**config.mk**
```make
export PLATFORM = sky130hd
export DESIGN_NAME = bcd_serial_subtractor
export DESIGN_NICKNAME = d
export VERILOG_FILES = /design/src/rtl/bcd_pkg.sv /design/src/rtl/bcd_digit_sub.sv /design/src/rtl/bcd_serial_subtractor.sv
export SDC_FILE = /design/constraint.sdc
export NUM_CORES = 1
export LEC_CHECK = 0
export CAP_MARGIN = 30
export CORE_MARGIN = 2
export CORE_UTILIZATION = 35
export CTS_CLUSTER_SIZE = 28
export DETAILED_ROUTE_END_ITERATION = 12
export PLACE_DENSITY_LB_ADDON = 0.3
export SETUP_SLACK_MARGIN = 0.15
export SYNTH_ARGS = -nofsm -noshare
export SYNTH_HDL_FRONTEND = slang
export SYNTH_SLANG_ARGS = --single-unit
```
**constraint.sdc**
```tcl
create_clock -name clk -period 7.7 [get_ports clk]
set_input_delay 1.54 -clock clk [delete_from_list [all_inputs] [get_ports clk]]
set_output_delay 1.54 -clock clk [all_outputs]
set_load 0.05 [all_outputs]
```
**src/rtl/bcd_pkg.sv**
```systemverilog
// Shared definitions for the packed-BCD arithmetic blocks.
// Holds the digit width, the largest legal digit value, the serial
// subtractor FSM states, a single-digit result type and a digit
// validity helper.
package bcd_pkg;

  localparam int         BCD_W   = 4;
  localparam logic [3:0] BCD_MAX = 4'd9;

  typedef enum logic [1:0] {
    IDLE = 2'd0,
    RUN  = 2'd1,
    DONE = 2'd2
  } bcd_sub_state_t;

  // One decimal digit of a result together with its borrow
  typedef struct packed {
    logic             borrow;
    logic [BCD_W-1:0] digit;
  } bcd_digit_res_t;

  // A digit code above 9 is not a BCD digit
  function automatic logic bcd_digit_invalid(input logic [BCD_W-1:0] d);
    return (d > BCD_MAX);
  endfunction

endpackage

```
**src/rtl/bcd_digit_sub.sv**
```systemverilog
// Single-digit BCD subtractor: digit = a - b - bin with decimal borrow.
// Purely combinational.
// The invalid output exists only when BCD_SUB_CHECK_EN is defined.
module bcd_digit_sub
  import bcd_pkg::*;
(
  input  logic [BCD_W-1:0] a,
  input  logic [BCD_W-1:0] b,
  input  logic             bin,
`ifdef BCD_SUB_CHECK_EN
  output logic             invalid,
`endif
  output logic [BCD_W-1:0] digit,
  output logic             bout
);

  logic [4:0]     t_s;
  bcd_digit_res_t res_s;

  // Binary difference; a negative result wraps back into 0..9 by adding ten
  always_comb begin
    t_s = {1'b0, a} - {1'b0, b} - {4'b0000, bin};
    if (t_s[4]) begin
      res_s.digit  = t_s[3:0] + 4'd10;
      res_s.borrow = 1'b1;
    end else begin
      res_s.digit  = t_s[3:0];
      res_s.borrow = 1'b0;
    end
  end

  assign digit = res_s.digit;
  assign bout  = res_s.borrow;

`ifdef BCD_SUB_CHECK_EN
  assign invalid = bcd_digit_invalid(a) | bcd_digit_invalid(b);
`endif

endmodule

```
**src/rtl/bcd_serial_subtractor.sv**
```systemverilog
// Digit-serial packed-BCD subtractor: diff = a - b - bin (mod 10^DIGITS).
// It handles one digit per clock, least significant digit first.
// A negative result is given in ten's complement, with bout set.
// Define BCD_SUB_CHECK_EN to flag input digits above 9 on err.
// Without that macro, err is tied to 0.
module bcd_serial_subtractor
  import bcd_pkg::*;
#(
  parameter int DIGITS = 4
) (
  input  logic                  clk,
  input  logic                  rst,
  input  logic                  start,
  input  logic [4*DIGITS-1:0]   a,
  input  logic [4*DIGITS-1:0]   b,
  input  logic                  bin,
  output logic                  busy,
  output logic                  done,
  output logic [4*DIGITS-1:0]   diff,
  output logic                  bout,
  output logic                  err
);

  localparam int             W    = BCD_W * DIGITS;
  localparam int             CW   = (DIGITS > 1) ? $clog2(DIGITS) : 1;
  localparam logic [CW-1:0]  LAST = CW'(DIGITS - 1);

  bcd_sub_state_t state_q, state_d;
  logic [W-1:0]   a_q, a_d;
  logic [W-1:0]   b_q, b_d;
  logic [W-1:0]   res_q, res_d;
  logic [W-1:0]   diff_q, diff_d;
  logic [CW-1:0]  cnt_q, cnt_d;
  logic           borrow_q, borrow_d;
  logic           busy_q, busy_d;
  logic           done_q, done_d;
  logic           bout_q, bout_d;

  logic [BCD_W-1:0] dig_s;
  logic             dig_bout_s;
  logic [W-1:0]     res_shift_s;

`ifdef BCD_SUB_CHECK_EN
  logic invalid_s;
  logic err_acc_q, err_acc_d;
  logic err_q, err_d;
`endif

  bcd_digit_sub u_digit (
    .a       (a_q[BCD_W-1:0]),
    .b       (b_q[BCD_W-1:0]),
    .bin     (borrow_q),
`ifdef BCD_SUB_CHECK_EN
    .invalid (invalid_s),
`endif
    .digit   (dig_s),
    .bout    (dig_bout_s)
  );

  // Result register contents after shifting the current digit in from the top
  always_comb begin
    res_shift_s = res_q >> BCD_W;
    res_shift_s[W-1 -: BCD_W] = dig_s;
  end

  // Next-state, datapath and output decode; an accepted start reloads everything
  always_comb begin
    state_d  = state_q;
    a_d      = a_q;
    b_d      = b_q;
    res_d    = res_q;
    cnt_d    = cnt_q;
    borrow_d = borrow_q;
    diff_d   = diff_q;
    bout_d   = bout_q;
`ifdef BCD_SUB_CHECK_EN
    err_acc_d = err_acc_q;
    err_d     = err_q;
`endif

    case (state_q)
      IDLE, DONE: begin
        if (start) begin
          state_d  = RUN;
          a_d      = a;
          b_d      = b;
          borrow_d = bin;
          cnt_d    = {CW{1'b0}};
          res_d    = {W{1'b0}};
`ifdef BCD_SUB_CHECK_EN
          err_acc_d = 1'b0;
`endif
        end else begin
          state_d = IDLE;
        end
      end
      RUN: begin
        a_d      = a_q >> BCD_W;
        b_d      = b_q >> BCD_W;
        res_d    = res_shift_s;
        borrow_d = dig_bout_s;
`ifdef BCD_SUB_CHECK_EN
        err_acc_d = err_acc_q | invalid_s;
`endif
        if (cnt_q == LAST) begin
          state_d = DONE;
          diff_d  = res_shift_s;
          bout_d  = dig_bout_s;
`ifdef BCD_SUB_CHECK_EN
          err_d   = err_acc_q | invalid_s;
`endif
        end else begin
          cnt_d = cnt_q + CW'(1);
        end
      end
      default: begin
        state_d = IDLE;
      end
    endcase

    busy_d = (state_d == RUN);
    done_d = (state_d == DONE);
  end

  // State and datapath registers, cleared asynchronously by rst
  always_ff @(posedge clk or posedge rst) begin
    if (rst) begin
      state_q  <= IDLE;
      a_q      <= {W{1'b0}};
      b_q      <= {W{1'b0}};
      res_q    <= {W{1'b0}};
      diff_q   <= {W{1'b0}};
      cnt_q    <= {CW{1'b0}};
      borrow_q <= 1'b0;
      busy_q   <= 1'b0;
      done_q   <= 1'b0;
      bout_q   <= 1'b0;
    end else begin
      state_q  <= state_d;
      a_q      <= a_d;
      b_q      <= b_d;
      res_q    <= res_d;
      diff_q   <= diff_d;
      cnt_q    <= cnt_d;
      borrow_q <= borrow_d;
      busy_q   <= busy_d;
      done_q   <= done_d;
      bout_q   <= bout_d;
    end
  end

`ifdef BCD_SUB_CHECK_EN
  // Sticky invalid-digit flag and its held copy presented on err
  always_ff @(posedge clk or posedge rst) begin
    if (rst) begin
      err_acc_q <= 1'b0;
      err_q     <= 1'b0;
    end else begin
      err_acc_q <= err_acc_d;
      err_q     <= err_d;
    end
  end
  assign err = err_q;
`else
  assign err = 1'b0;
`endif

  assign busy = busy_q;
  assign done = done_q;
  assign diff = diff_q;
  assign bout = bout_q;

endmodule

```
==> flow_summary.toml, run 1 <==
[logic_synthesis]
seq_area_frac_synth_pct = 55.7
syn_area_um2 = 3050
avgSynthCellArea_um2 = 10.2
syn_nets = 344
yosysWarnings = 0
ys_seq_elements = 68
yosysUniqueCellTypes = 37
syn_inst = 298

[timing]
fmax_mhz = 321
slew_viol_final = 0
finalWorstSetupSlack_ps = 4590
setup_viol = 0
hold_violations = 0
min_period_over_period_pct = 40.4
finalSetupTns_ps = 0
worst_slew_pin_slew_ps = 880
rsz0062_at_grt = "false"
finClkSkew_ps = 6.39
maxSlewHeadroom_pct = 41.3
min_period_ps = 3110

[outcome]
status = "finished, final reports clean"

[setup_path]
crit_path_max_incr_delay_ps = 580
worst_setup_path_end_kind = "register"
path_class = "reg2reg"
worstSetupStartpointType = "register"
arrival_ps = 3370
crit_family = "adder cells"
required_ps = 7960
cp.buffers_inverters = 0
crit_slowest_cell = "fa_1"
cp_cell_sequence = "fa_1 -> ha_1 -> nor2_1 -> fa_1 -> xnor2_1 -> ha_1 -> or3b_2 -> a31oi_1 -> nor3_1 -> o21ai_0"
critPathMaxFanout = 6

[route]
route.met2.wl_um = 2820
via_per_inst = 4.88
final_antenna_net_count = 0
first_pass_iters = 4
wl_met1_um = 2990
top_layer = "met4"
wl_per_cell_um = 13.4
drtIter0Drc = 91
wl_met3_um = 339
wirelength_um = 6200
via_count = 2262
drc = 0

[grt]
grt_max_degree = 69
grt_pass1_vias = 2300
antenna_found_initial = 0
grtUsageTotal_pct = 14.5
grt_pass1_wl_um = 11100
grt_overflow_total = 0

[clock_network]
root_buffer = "clkbuf_8"
cts_made_buffers = 9
tritoncts = "done"
ctsHtreeMaxLevel = 3
cts_buffer_depth = 2
cts_setup_buffers = 0
clkLatencyLatePin_ps = 340
clock-sinks = 68
cts_hold_buf = 0
path_clk_slew_ps = 70
cts_resized = 0

[floorplanning]
initial_core_util_pct = 35.5
fp.dieW_um = 97.4
die-area_um2 = 9490
die_h_um = 97.4
placementRows = 34
ios = 56
core-area_um2 = 8590

[final_layout]
fin_nets = 397
multi_input_area_um2 = 1220
fillers = 818
regArea_um2 = 1700
fin_util_pct = 45.9
area_delta_synth_final_pct = 29.2
n_antenna_cell = 0
drive_above_1_share_pct = 11.8
final_area_um2 = 3940

[run]
cap_violations = 0

[placed_design]
pre_cts_slack_ps = 4240
place_area_um2 = 3690
dp_hpwl_um = 4330
portBuffers = 54
place_congestion = 0.794

[min_path]
hold_path_class = "reg2reg"
-- cells in the mapped netlist --
master     number  area, um2
ha_1            8        100
or3_4           1       11.3
xnor2_1         3       26.3
a211o_1         1       8.76
fa_1            2       40.0
or3_2           1       7.51
buf_1           3       11.3
inv_1          14       52.6
buf_4           2       15.0
a22o_1         16        140
o21ai_0        15       75.1
or3b_2          1       8.76
a31oi_1        22        138
o21a_1          1       7.51
nor3_1          1       5.00
mux2_2         12        135
a221oi_4        1       26.3
nand2_1        57        214
dfrtp_1        68       1700
a21oi_1         6       30.0
nand3_1         2       10.0
o21ai_1         2       10.0
or4b_1          1       10.0
buf_2           2       10.0
a21bo_2         1       10.0
conb_1          1       3.75
nor2_1         30        113
a2111o_1        1       11.3
nor2b_1         2       12.5
clkbuf_1       10       37.5
and2_1          2       12.5
o2111ai_1       1       8.76
o211ai_1        1       7.51
nand2_2         1       6.26
inv_2           1       3.75
a22oi_1         1       7.51
nand2b_1        4       25.0
-- sequential cells by signal (all words and copies together) (netlist names) --
signal / flops
diff: 16
b_q: 16
busy: 1
borrow_q: 1
done: 1
cnt_q: 2
a_q: 16
res_q: 12
state_q: 2
bout: 1
-- final timing paths --
| check | cells past startpoint | startpoint | end | slack, ps |
|---|---|---|---|---|
| max | 10 | a_q[0] | res_q[14] | 4590 |
| min | 2 | b_q[4] | b_q[0] | 490 |
| max reg2reg | 10 | a_q[0] | res_q[14] | 4590 |
| min reg2reg | 2 | b_q[4] | b_q[0] | 490 |
| max in group asynchronous | 3 | rst | b_q[3] | 5380 |
| min in group asynchronous | 3 | rst | cnt_q[0] | 1760 |
-- cell type report --
type,instances,area share (%)
flip-flops and latches,68,43.1
clock buffers,10,3.49
repair buffers,59,14.7
multi-input cells,198,31.0
inverters,15,1.43
well taps,108,3.43
clock inverters,6,2.82
-- metal layers --
layer | up-vias | global-route usage [%]
li1 | 1129 | -
met1 | 1064 | 19.3
met2 | 62 | 23.1
met3 | 7 | 4.96
met4 | 0 | 3.21
met5 | - | 0
-- cells by family after synthesis --
logic type / count (synthesis) / synth area share [%]
compound gates: 69 / 15.7
xor+xnor: 3 / 0.861
fa+ha+maj: 10 / 4.59
buf+inv: 32 / 4.26
flops: 68 / 55.7
mux: 12 / 4.43
other cells: 1 / 0.123
simple gates: 103 / 14.3
-- per-stage QoR --
stage	hold WS, ps	cells
CTS	495	464
finish	492	464
global route	518	464
global placement	463	448
detailed placement	474	448
floorplan	450	298
-- placed cells by master (no fill, tap or decap), drive strengths merged, types with 2 or more instances in the layout --
| cell type | synthesis | routed |
|---|---|---|
| a22o | 16 | 16 |
| and2 | 2 | 2 |
| ha | 8 | 8 |
| a21oi | 6 | 6 |
| nand2 | 58 | 58 |
| clkinv | 0 | 2 |
| clkdlybuf4s50 | 0 | 54 |
| inv | 15 | 15 |
| or3 | 2 | 2 |
| nor2b | 2 | 2 |
| a31oi | 22 | 22 |
| xnor2 | 3 | 3 |
| bufinv | 0 | 3 |
| fa | 2 | 2 |
| nand2b | 4 | 4 |
| nor2 | 30 | 30 |
| mux2 | 12 | 12 |
| buf | 7 | 5 |
| nand3 | 2 | 2 |
| dfrtp | 68 | 68 |
| o21ai | 17 | 17 |
| clkbuf | 10 | 10 |
-- worst min-delay path, delay by kind of cell (launching register included) --
kind	cells	cell delay (ps)
AOI/OAI and AO/OA	1	60
and+or+nand+nor	1	50
DFF	1	350
Power of run 1 is not shown: default switching activity piles up to over one toggle a cycle in this logic, so the estimate is an artifact.
==> run 2: changes to the inputs <==
clock period = 2.9 ns   (was 7.7 ns; I/O delays follow)
==> run 2 against run 1 <==
Cell count grew 1.5%. Flip-flop and latch count unchanged. Clock skew increased by 1.6 ps. Global-route usage barely moved. Design area is 2.9% higher. Core utilization increased by 1.3 points. Sequential share of layout area is 1.2 points lower. Critical endpoint is now diff[14].
==> flow_summary.toml, run 2 (synthesis results as in run 1) <==
[placed_design]
place_congestion = 0.744
place_area_um2 = 3740
dp_hpwl_um = 4480
portBuffers = 54

[timing]
worst_slew_pin_slew_ps = 683
whs_ps = 475
hold_violations = 0
rsz0062_at_grt = "true"
min_period_over_period_pct = 98.3
maxSlewHeadroom_pct = 54.4
slew_viol_final = 0
fmax_mhz = 351
finClkSkew_ps = 7.96
min_period_ps = 2850
setup_viol = 0

[setup_path]
cp_cell_sequence = "inv_2 -> fa_1 -> ha_2 -> nor2_4 -> fa_2 -> inv_2 -> ha_4 -> or3b_4 -> a31oi_4 -> nor3_2 -> o21ai_1"
crit_path_max_incr_delay_ps = 560
crit_top_cell = "inv_2"
crit_slowest_cell = "fa_1"
required_ps = 3160
arrival_ps = 3110
worstSetupStartpointType = "register"
worst_setup_path_end_kind = "register"
path_class = "reg2reg"
critPathMaxFanout = 2

[clock_network]
clkLatencyLatePin_ps = 340
clock-sinks = 68
root_buffer = "clkbuf_8"
cts_hold_buf = 0
cts_made_buffers = 9
cts_buffer_depth = 2
path_clk_slew_ps = 70
tritoncts = "done"
ctsHtreeMaxLevel = 3

[run]
cap_violations = 0

[min_path]
hold_path_class = "reg2reg"

[grt]
grtUsageTotal_pct = 14.5
grt_max_degree = 42
grt_pass1_wl_um = 11100
antenna_found_initial = 0
grt_pass1_vias = 2365
grt_overflow_total = 0

[floorplanning]
core-area_um2 = 8590
die_h_um = 97.4
ios = 56
die-area_um2 = 9490
fp.dieW_um = 97.4
initial_core_util_pct = 35.5
placementRows = 34

[outcome]
status = "finished, final reports clean"

[route]
first_pass_iters = 4
via_per_inst = 4.89
via_count = 2304
wirelength_um = 6480
drtIter0Drc = 77
final_antenna_net_count = 0
wl_per_cell_um = 13.7
drc = 0

[final_layout]
final_common_cell = "dfrtp_1"
fin_util_pct = 47.2
n_antenna_cell = 0
area_delta_synth_final_pct = 32.9
final_area_um2 = 4060
final_cell_mix = "68 x dfrtp_1, 57 x nand2_1, 54 x clkdlybuf4s50_1"
fin_nets = 404
drive_above_1_share_pct = 16.3
==> run 2: path summary, 6_finish.rpt <==
kind / startpoint / end / slack [ps] / cells past startpoint
min: b_q[4] / b_q[0] / 480 / 2
min reg2reg: b_q[4] / b_q[0] / 480 / 2
max: borrow_q / diff[14] / 50 / 11
min in group asynchronous: rst / diff[0] / 680 / 2
max reg2reg: borrow_q / diff[14] / 50 / 11
max in group asynchronous: rst / a_q[3] / 1590 / 3
==> run 2: metrics by stage <==
| stage | setup WS [ps] | TNS [ps] | instances |
|---|---|---|---|
| after floorplan | 156 | 0 | 298 |
| after global placement | 108 | 0 | 450 |
| after detailed placement | 23.7 | 0 | 450 |
| after CTS | 73.4 | 0 | 470 |
| after global routing | -75.5 | -144 | 471 |
| final | 50.0 | 0 | 471 |
==> run 2: area by class of cell <==
class | count | area, um2
sequential | 68 | 1700
clock buffer | 12 | 145
clock inverter | 4 | 72.6
inverter | 15 | 56.3
fill | 799 | 4540
tap | 108 | 135
timing repair buffer | 66 | 651
multi-input combinational | 198 | 1300
==> run 2: repair_timing <==
| item | in CTS | in global routing |
|---|---|---|
| setup endpoints to repair | 2 | 7 |
| pin swaps | 5 | 7 |
| gates resized for setup | 7 | 7 |
| buffers inserted | 4 | 1 |
==> run 2: routing by layer <==
metal / track usage [%] / share of wire [%]
met5: 0 / 0
met4: 2.99 / 0.82
met3: 5.40 / 5.4
met2: 23.2 / 47
met1: 19.0 / 46
==> run 2: worst max-delay path: cells and delay by family, from the launching register on <==
family          cells  cell delay, ps
compound gates      2             260
simple gates        3             480
flops               1             360
fa+ha+maj           4            1590
buf+inv             2              90
Power of run 2 is left out for the same reason.
